### src/rtl/rf_read_streamer_pkg.sv
// Shared types and default sizing for the register-file read streamer.
// Latency: n/a (types and constants only).
// Backpressure: n/a.
package rf_read_streamer_pkg;

  localparam int RS_DATA_WIDTH    = 8;
  localparam int RS_ADDRESS_WIDTH = 5;
  localparam int RS_DATA_DEPTH    = 2 ** RS_ADDRESS_WIDTH;
  // One extra bit so a full-bank count (DATA_DEPTH rows) fits.
  localparam int RS_LEN_WIDTH     = RS_ADDRESS_WIDTH + 1;

  typedef enum logic [1:0] {
    RS_IDLE,
    RS_STREAM,
    RS_DRAIN
  } rf_rs_state_t;

endpackage

### src/rtl/rf_read_streamer_if.sv
// Command, bank-read and output-stream bundle for rf_read_streamer.
// Latency: n/a (wires only).
// Backpressure: cmd uses valid/ready, output stream uses valid/ready.
// Optional: RF_READ_STREAMER_LAST_EN adds out_last.
interface rf_read_streamer_if #(
  parameter int DATA_WIDTH    = 8,
  parameter int ADDRESS_WIDTH = 5,
  parameter int LEN_WIDTH     = ADDRESS_WIDTH + 1
);

  logic                     cmd_valid;
  logic                     cmd_ready;
  logic [ADDRESS_WIDTH-1:0] cmd_base;
  logic [LEN_WIDTH-1:0]     cmd_len;
  logic [ADDRESS_WIDTH-1:0] cmd_stride;
  logic [ADDRESS_WIDTH-1:0] rd_addr;
  logic [DATA_WIDTH-1:0]    rd_data;
  logic                     out_valid;
  logic                     out_ready;
  logic [DATA_WIDTH-1:0]    out_data;
  logic                     done;
`ifdef RF_READ_STREAMER_LAST_EN
  logic                     out_last;
`endif

  // Streamer side.
  modport slave (
    input  cmd_valid, cmd_base, cmd_len, cmd_stride, rd_data, out_ready,
    output cmd_ready, rd_addr, out_valid, out_data, done
`ifdef RF_READ_STREAMER_LAST_EN
    , output out_last
`endif
  );

  // Command source / bank / downstream side.
  modport master (
    output cmd_valid, cmd_base, cmd_len, cmd_stride, rd_data, out_ready,
    input  cmd_ready, rd_addr, out_valid, out_data, done
`ifdef RF_READ_STREAMER_LAST_EN
    , input out_last
`endif
  );

endinterface

### src/rtl/rf_read_streamer_pipe_reg.sv
// One-entry valid/ready output register (rf_pipe_reg), parameterised by width.
// Latency: 1 cycle from src accept to dst_vld.
// Backpressure: src_rdy = !dst_vld | dst_rdy; held data is stable while stalled.
module rf_pipe_reg #(
  parameter int WIDTH = 8
) (
  input  logic             clk,
  input  logic             rst,
  input  logic             src_vld,
  output logic             src_rdy,
  input  logic [WIDTH-1:0] src_dat,
  output logic             dst_vld,
  input  logic             dst_rdy,
  output logic [WIDTH-1:0] dst_dat
);

  // Accept a new word whenever the slot is empty or is being drained this cycle.
  assign src_rdy = !dst_vld || dst_rdy;

  // Load on accept; otherwise release the slot once downstream takes it.
  always_ff @(posedge clk) begin
    if (rst) begin
      dst_vld <= 1'b0;
      dst_dat <= '0;
    end else if (src_vld && src_rdy) begin
      dst_vld <= 1'b1;
      dst_dat <= src_dat;
    end else if (dst_rdy) begin
      dst_vld <= 1'b0;
    end
  end

endmodule

### src/rtl/rf_read_streamer.sv
// Read sequencer for a distributed-RAM register-file bank: base/len/stride command to row stream.
// Latency: first out_valid one edge after the accept edge (accept edge, then capture edge); 1 row/cycle.
// Backpressure: out_ready low freezes capture and address advance; cmd_ready low while busy or during done.
// Optional: RF_READ_STREAMER_LAST_EN adds out_last, flagging the final row of each command.
module rf_read_streamer
  import rf_read_streamer_pkg::*;
#(
  parameter int DATA_WIDTH    = RS_DATA_WIDTH,
  parameter int DATA_DEPTH    = RS_DATA_DEPTH,
  parameter int ADDRESS_WIDTH = RS_ADDRESS_WIDTH,
  parameter int LEN_WIDTH     = ADDRESS_WIDTH + 1
) (
  input  logic                clk,
  input  logic                rst,
  rf_read_streamer_if.slave   bus
);

`ifdef RF_READ_STREAMER_LAST_EN
  localparam int PW = DATA_WIDTH + 1;
`else
  localparam int PW = DATA_WIDTH;
`endif

  rf_rs_state_t             state;
  logic [ADDRESS_WIDTH-1:0] addr;
  logic [ADDRESS_WIDTH-1:0] stride_q;
  logic [LEN_WIDTH-1:0]     remaining;
  logic                     done_q;

  logic                     cmd_fire;
  logic                     cap_vld;
  logic                     cap_rdy;
  logic                     capture;
  logic                     last_row;
  logic [PW-1:0]            cap_dat;
  logic [PW-1:0]            held_dat;
  logic                     held_vld;

  // Blocking cmd_ready during the done cycle keeps done and a new accept apart.
  assign bus.cmd_ready = (state == RS_IDLE) && !done_q;
  assign cmd_fire      = bus.cmd_valid && bus.cmd_ready;
  assign bus.rd_addr   = addr;
  assign bus.done      = done_q;

  assign cap_vld  = (state == RS_STREAM);
  assign capture  = cap_vld && cap_rdy;
  assign last_row = (remaining == LEN_WIDTH'(1));

`ifdef RF_READ_STREAMER_LAST_EN
  assign cap_dat = {last_row, bus.rd_data};
  assign {bus.out_last, bus.out_data} = held_dat;
`else
  assign cap_dat      = bus.rd_data;
  assign bus.out_data = held_dat;
`endif
  assign bus.out_valid = held_vld;

  // Sequencer: command latch, address/count advance per captured row, done pulse.
  always_ff @(posedge clk) begin
    if (rst) begin
      state     <= RS_IDLE;
      addr      <= '0;
      stride_q  <= '0;
      remaining <= '0;
      done_q    <= 1'b0;
    end else begin
      done_q <= 1'b0;
      case (state)
        RS_IDLE: begin
          if (cmd_fire) begin
            addr      <= bus.cmd_base;
            stride_q  <= bus.cmd_stride;
            remaining <= bus.cmd_len;
            if (bus.cmd_len == '0) begin
              done_q <= 1'b1;
            end else begin
              state <= RS_STREAM;
            end
          end
        end
        RS_STREAM: begin
          if (capture) begin
            // Natural truncation gives modulo-DATA_DEPTH wrap.
            addr      <= addr + stride_q;
            remaining <= remaining - LEN_WIDTH'(1);
            if (last_row) begin
              state <= RS_DRAIN;
            end
          end
        end
        RS_DRAIN: begin
          if (held_vld && bus.out_ready) begin
            done_q <= 1'b1;
            state  <= RS_IDLE;
          end
        end
        default: state <= RS_IDLE;
      endcase
    end
  end

  rf_pipe_reg #(
    .WIDTH (PW)
  ) u_out_reg (
    .clk     (clk),
    .rst     (rst),
    .src_vld (cap_vld),
    .src_rdy (cap_rdy),
    .src_dat (cap_dat),
    .dst_vld (held_vld),
    .dst_rdy (bus.out_ready),
    .dst_dat (held_dat)
  );

endmodule
### src/flat_wrapper.sv
// flat-port wrapper written by rule: the top's interface ports become plain ports
module rf_read_streamer_flat import rf_read_streamer_pkg::*;
#(
  parameter int DATA_WIDTH    = RS_DATA_WIDTH,
  parameter int DATA_DEPTH    = RS_DATA_DEPTH,
  parameter int ADDRESS_WIDTH = RS_ADDRESS_WIDTH,
  parameter int LEN_WIDTH     = ADDRESS_WIDTH + 1
)
  (clk, rst, bus_cmd_valid, bus_cmd_base, bus_cmd_len, bus_cmd_stride, bus_rd_data, bus_out_ready, bus_cmd_ready, bus_rd_addr, bus_out_valid, bus_out_data, bus_done);
  rf_read_streamer_if #(.DATA_WIDTH(DATA_WIDTH), .ADDRESS_WIDTH(ADDRESS_WIDTH), .LEN_WIDTH(LEN_WIDTH)) bus_i ();
  input  logic clk;
  input  logic rst;
  input wire logic [$bits(bus_i.cmd_valid)-1:0] bus_cmd_valid;
  input wire logic [$bits(bus_i.cmd_base)-1:0] bus_cmd_base;
  input wire logic [$bits(bus_i.cmd_len)-1:0] bus_cmd_len;
  input wire logic [$bits(bus_i.cmd_stride)-1:0] bus_cmd_stride;
  input wire logic [$bits(bus_i.rd_data)-1:0] bus_rd_data;
  input wire logic [$bits(bus_i.out_ready)-1:0] bus_out_ready;
  output wire logic [$bits(bus_i.cmd_ready)-1:0] bus_cmd_ready;
  output wire logic [$bits(bus_i.rd_addr)-1:0] bus_rd_addr;
  output wire logic [$bits(bus_i.out_valid)-1:0] bus_out_valid;
  output wire logic [$bits(bus_i.out_data)-1:0] bus_out_data;
  output wire logic [$bits(bus_i.done)-1:0] bus_done;
  assign bus_i.cmd_valid = bus_cmd_valid;
  assign bus_i.cmd_base = bus_cmd_base;
  assign bus_i.cmd_len = bus_cmd_len;
  assign bus_i.cmd_stride = bus_cmd_stride;
  assign bus_i.rd_data = bus_rd_data;
  assign bus_i.out_ready = bus_out_ready;
  assign bus_cmd_ready = bus_i.cmd_ready;
  assign bus_rd_addr = bus_i.rd_addr;
  assign bus_out_valid = bus_i.out_valid;
  assign bus_out_data = bus_i.out_data;
  assign bus_done = bus_i.done;
  rf_read_streamer #(.DATA_WIDTH(DATA_WIDTH), .DATA_DEPTH(DATA_DEPTH), .ADDRESS_WIDTH(ADDRESS_WIDTH), .LEN_WIDTH(LEN_WIDTH)) u_core (.clk(clk), .rst(rst), .bus(bus_i));
endmodule
### config.mk
export PLATFORM = sky130hd
export DESIGN_NAME = rf_read_streamer_flat
export DESIGN_NICKNAME = d
export VERILOG_FILES = /design/src/rtl/rf_read_streamer_pkg.sv /design/src/rtl/rf_read_streamer_if.sv /design/src/rtl/rf_read_streamer_pipe_reg.sv /design/src/rtl/rf_read_streamer.sv /design/src/flat_wrapper.sv
export SDC_FILE = /design/constraint.sdc
export NUM_CORES = 1
export LEC_CHECK = 0
export CORE_MARGIN = 5
export CORE_UTILIZATION = 40
export CTS_CLUSTER_DIAMETER = 50
export DETAILED_ROUTE_END_ITERATION = 16
export GPL_TIMING_DRIVEN = 0
export PLACE_DENSITY_LB_ADDON = 0.12
export SLEW_MARGIN = 20
export SYNTH_ARGS = -nofsm -noshare
export SYNTH_HDL_FRONTEND = slang
export SYNTH_SLANG_ARGS = --single-unit
### constraint.sdc
create_clock -name clk -period 1.7 [get_ports clk]
set_input_delay 0.34 -clock clk [delete_from_list [all_inputs] [get_ports clk]]
set_output_delay 0.34 -clock clk [all_outputs]
set_load 0.02 [all_outputs]
==> results_dict.tcl <==
set metrics [dict create \
    grt_start_max_net_pins 16 \
    via_per_inst 5.17 \
    clk_pin_slew_ns 0.09 \
    synth_top_cell_by_area "dfxtp_1" \
    cap_viol_max_count 0 \
    die_w_um 71.2 \
    place_inst 263 \
    antenna_found_initial 0 \
    grt_pass1_wl_mm 6.56 \
    synth_seq_cells 28 \
    fin_crit_sh_pct 105 \
    rsz0062_at_grt "yes" \
    synth_cell_types 40 \
    syn_area_um2 1500 \
    multi_input_area_um2 925 \
    path_max_fanout 2 \
    place_congestion 0.820 \
    finalSetupViolCount 1 \
    fmax_mhz 560 \
    period_needed_ns 1.79 \
    coreArea_um2 3660 \
    ant_nets 0 \
    worstRegToRegCells 7 \
    r2r_setup_slack_ns -0.09 \
    whs_endpoint "u_core.remaining[1]" \
    finalPower_mw 1.85 \
    synth-edff-count 0 \
    whs_ns 0.493 \
    synth_commonest_cells "nor2_1, dfxtp_1, a21oi_1, mux2i_1, nand2_1" \
    routed_wl_mm 3.88 \
    setup_ws_ns -0.0859 \
    crit_arrival_ns 1.95 \
    utilization_pct 58.8 \
    clock_sinks 28 \
    syn_nets 207 \
    die_area_um2 5080 \
    finalClockSkew_ns 0.00382 \
    critical_path_class "register to register" \
    ir_drop_uv 477 \
    cp.required_ns 1.87 \
    n_fill_cell 344 \
    worstMarginPinSlew_ns 0.640 \
    min_path_type "register to register" \
    yosysSeqAreaShare_pct 37.4 \
    ff_latch_area_um2 567 \
    r2r-start "u_core.bus.rd_addr[0]" \
    cts_tree "built" \
    synthToLayoutAreaGrowth_pct 43.5 \
    dp_hpwl_mm 2.94 \
    io_pins 44 \
    startpoint_type "register" \
    cts_made_buffers 3 \
    place_ws_ns -0.438 \
    power_density_nw_per_um2 858 \
    clockBufferDepth 2 \
    stdcell_count 271 \
    r2r_end "u_core.bus.rd_addr[4]" \
    synth_top_area_share_pct 37.4 \
    fp.dieH_um 71.2 \
    violations "setup timing" \
    diodes 0 \
    grt-ovfl-total 0 \
    num_vias 1402 \
    numPortBuffers 43 \
    worstHoldPathCells 2 \
    worstHoldStart "u_core.remaining[1]" \
    status "finished, violations left" \
    rows 22 \
    wl_per_cell_um 14.3 \
    netlist_instances 172 \
    hold_buffers 0 \
    cts-root-buf "clkbuf_8" \
    crit_path_end_kind "register" \
    ys_warn_count 0 \
    htreeDepth 1 \
    drt-initial-drc-count 65 \
    initial_core_util_pct 41.0 \
    drc 0 \
    yosys_most_used_dff "dfxtp_1" \
    drive_gt1_share_pct 15.7 \
    clk_latency_ns 0.27 \
    nets 259 \
    slew_headroom_pct 57.0 \
    synth_area_per_cell_um2 8.72 \
    grt_pass1_vias 1437 \
    grtUsageTotal_pct 15.9 \
    async_flop_share_pct 0 \
    finalMaxSlewViolations 0 \
    hold_viol 0 \
    yosys-top-cells-area "dfxtp_1, mux2i_1, nor2_1, ha_1, a21oi_1" \
    synth.most_common_cell "nor2_1" \
    leakage_nw 0.836 \
    drt-pass1-iter-count 4 \
]
[cell type report]
| cell class | instances | share of cell area, % |
|---|---|---|
| repair buffers | 47 | 21.8 |
| clock buffers | 4 | 2.09 |
| flip-flops and latches | 28 | 26.3 |
| multi-input cells | 128 | 42.9 |
| inverters | 7 | 1.22 |
| well taps | 48 | 2.79 |
| plain buffers | 9 | 2.85 |
[registers in the layout (all words and copies together) (netlist names)]
signal                    flops
u_core.remaining              6
u_core.state                  2
u_core.u_out_reg.dst_dat      8
u_core.u_out_reg.dst_vld      1
u_core.bus.rd_addr            5
u_core.bus.done               1
u_core.stride_q               5
[worst max path at each step]
stage,from,end,slack [ns],cells after the start
2_1_floorplan,u_core.bus.rd_addr[0],u_core.bus.rd_addr[4],-0.06,7
3_3_place_gp,bus_out_ready,u_core.bus.rd_addr[4],-0.39,5
3_5_place_dp,bus_out_ready,u_core.bus.rd_addr[4],-0.44,5
4_1_cts,u_core.bus.rd_addr[0],u_core.bus.rd_addr[4],-0.09,7
5_1_grt,u_core.bus.rd_addr[0],u_core.bus.rd_addr[4],-0.17,7
6_report,u_core.bus.rd_addr[0],u_core.bus.rd_addr[4],-0.09,7
[per-stage QoR]
stage / setup TNS [ns] / instance area, um^2
final: -0.0859 / 2150
after global routing: -0.171 / 2150
after floorplan: -0.0588 / 1530
after detailed placement: -8.13 / 2020
after CTS: -0.0932 / 2140
after global placement: -6.82 / 2020
[repair_timing]
action / 4_1_cts / 5_1_grt
setup buffers: 4 / 0
gates resized for setup: 10 / 9
gates cloned: 0 / 0
pin swaps: 1 / 0
hold endpoints to repair: 0 / 0
setup endpoints to repair: 12 / 20
[cell families (layout without fill, tap and decap cells)]
| kind of cell | count (synthesis) | after routing | synth area share, % |
|---|---|---|---|
| buffers and inverters | 16 | 67 | 5.42 |
| AND/OR/NAND/NOR | 64 | 64 | 19.8 |
| adder cells (fa/ha/maj) | 7 | 7 | 6.34 |
| flip-flops | 28 | 28 | 37.4 |
| XOR/XNOR | 2 | 2 | 1.17 |
| AO/OA/AOI/OAI | 41 | 41 | 20.5 |
| multiplexers | 14 | 14 | 9.42 |
[metal layers]
layer | part of all wire (%) | vias up | global-route usage [%] | wire length (um)
met2 | 49 | 35 | 27.6 | 1920
met4 | 1.5 | 0 | 6.26 | 58
li1 | - | 711 | - | -
met3 | 5.5 | 6 | 3.37 | 214
met1 | 44 | 650 | 19.2 | 1690
met5 | 0 | - | 0 | 0
[power by group]
part | internal [mW] | switching (mW) | leakage [nW]
Combinational | 0.338 | 0.356 | 0.581
Clock | 0.168 | 0.203 | 0.0228
Sequential | 0.729 | 0.0532 | 0.232
Total | 1.24 | 0.612 | 0.836
[placed cells by master, fill, tap and decap left out, drive strengths merged]
cell type,n
o21ai,5
nand3,6
buf,8
a41o,1
nor2b,3
nand2b,4
ha,6
a211o,1
nor2,32
xnor2,1
clkdlybuf4s50,40
a2111oi,1
mux2i,13
o41ai,1
and3b,1
a21oi,13
dfxtp,28
a311oi,1
xor2,1
nand3b,1
clkbuf,9
and2,1
a21o,5
a221oi,1
inv,7
mux2,1
o211ai,1
nand2,9
fa,1
a211oi,6
nor3,5
a31oi,1
nand4,2
o221a,1
a2111o,1
dlygate4sd2,3
o21a,2
[critical path: stages, from the launching register on]
cell and delay (ns):
dfxtp_4 0.37, ha_4 0.13, inv_2 0.03, fa_2 0.34, nand2b_4 0.16, a2111oi_4 0.31
a211oi_2 0.06, o221a_2 0.27
No activity file was read; power rests on OpenSTA's default activity.
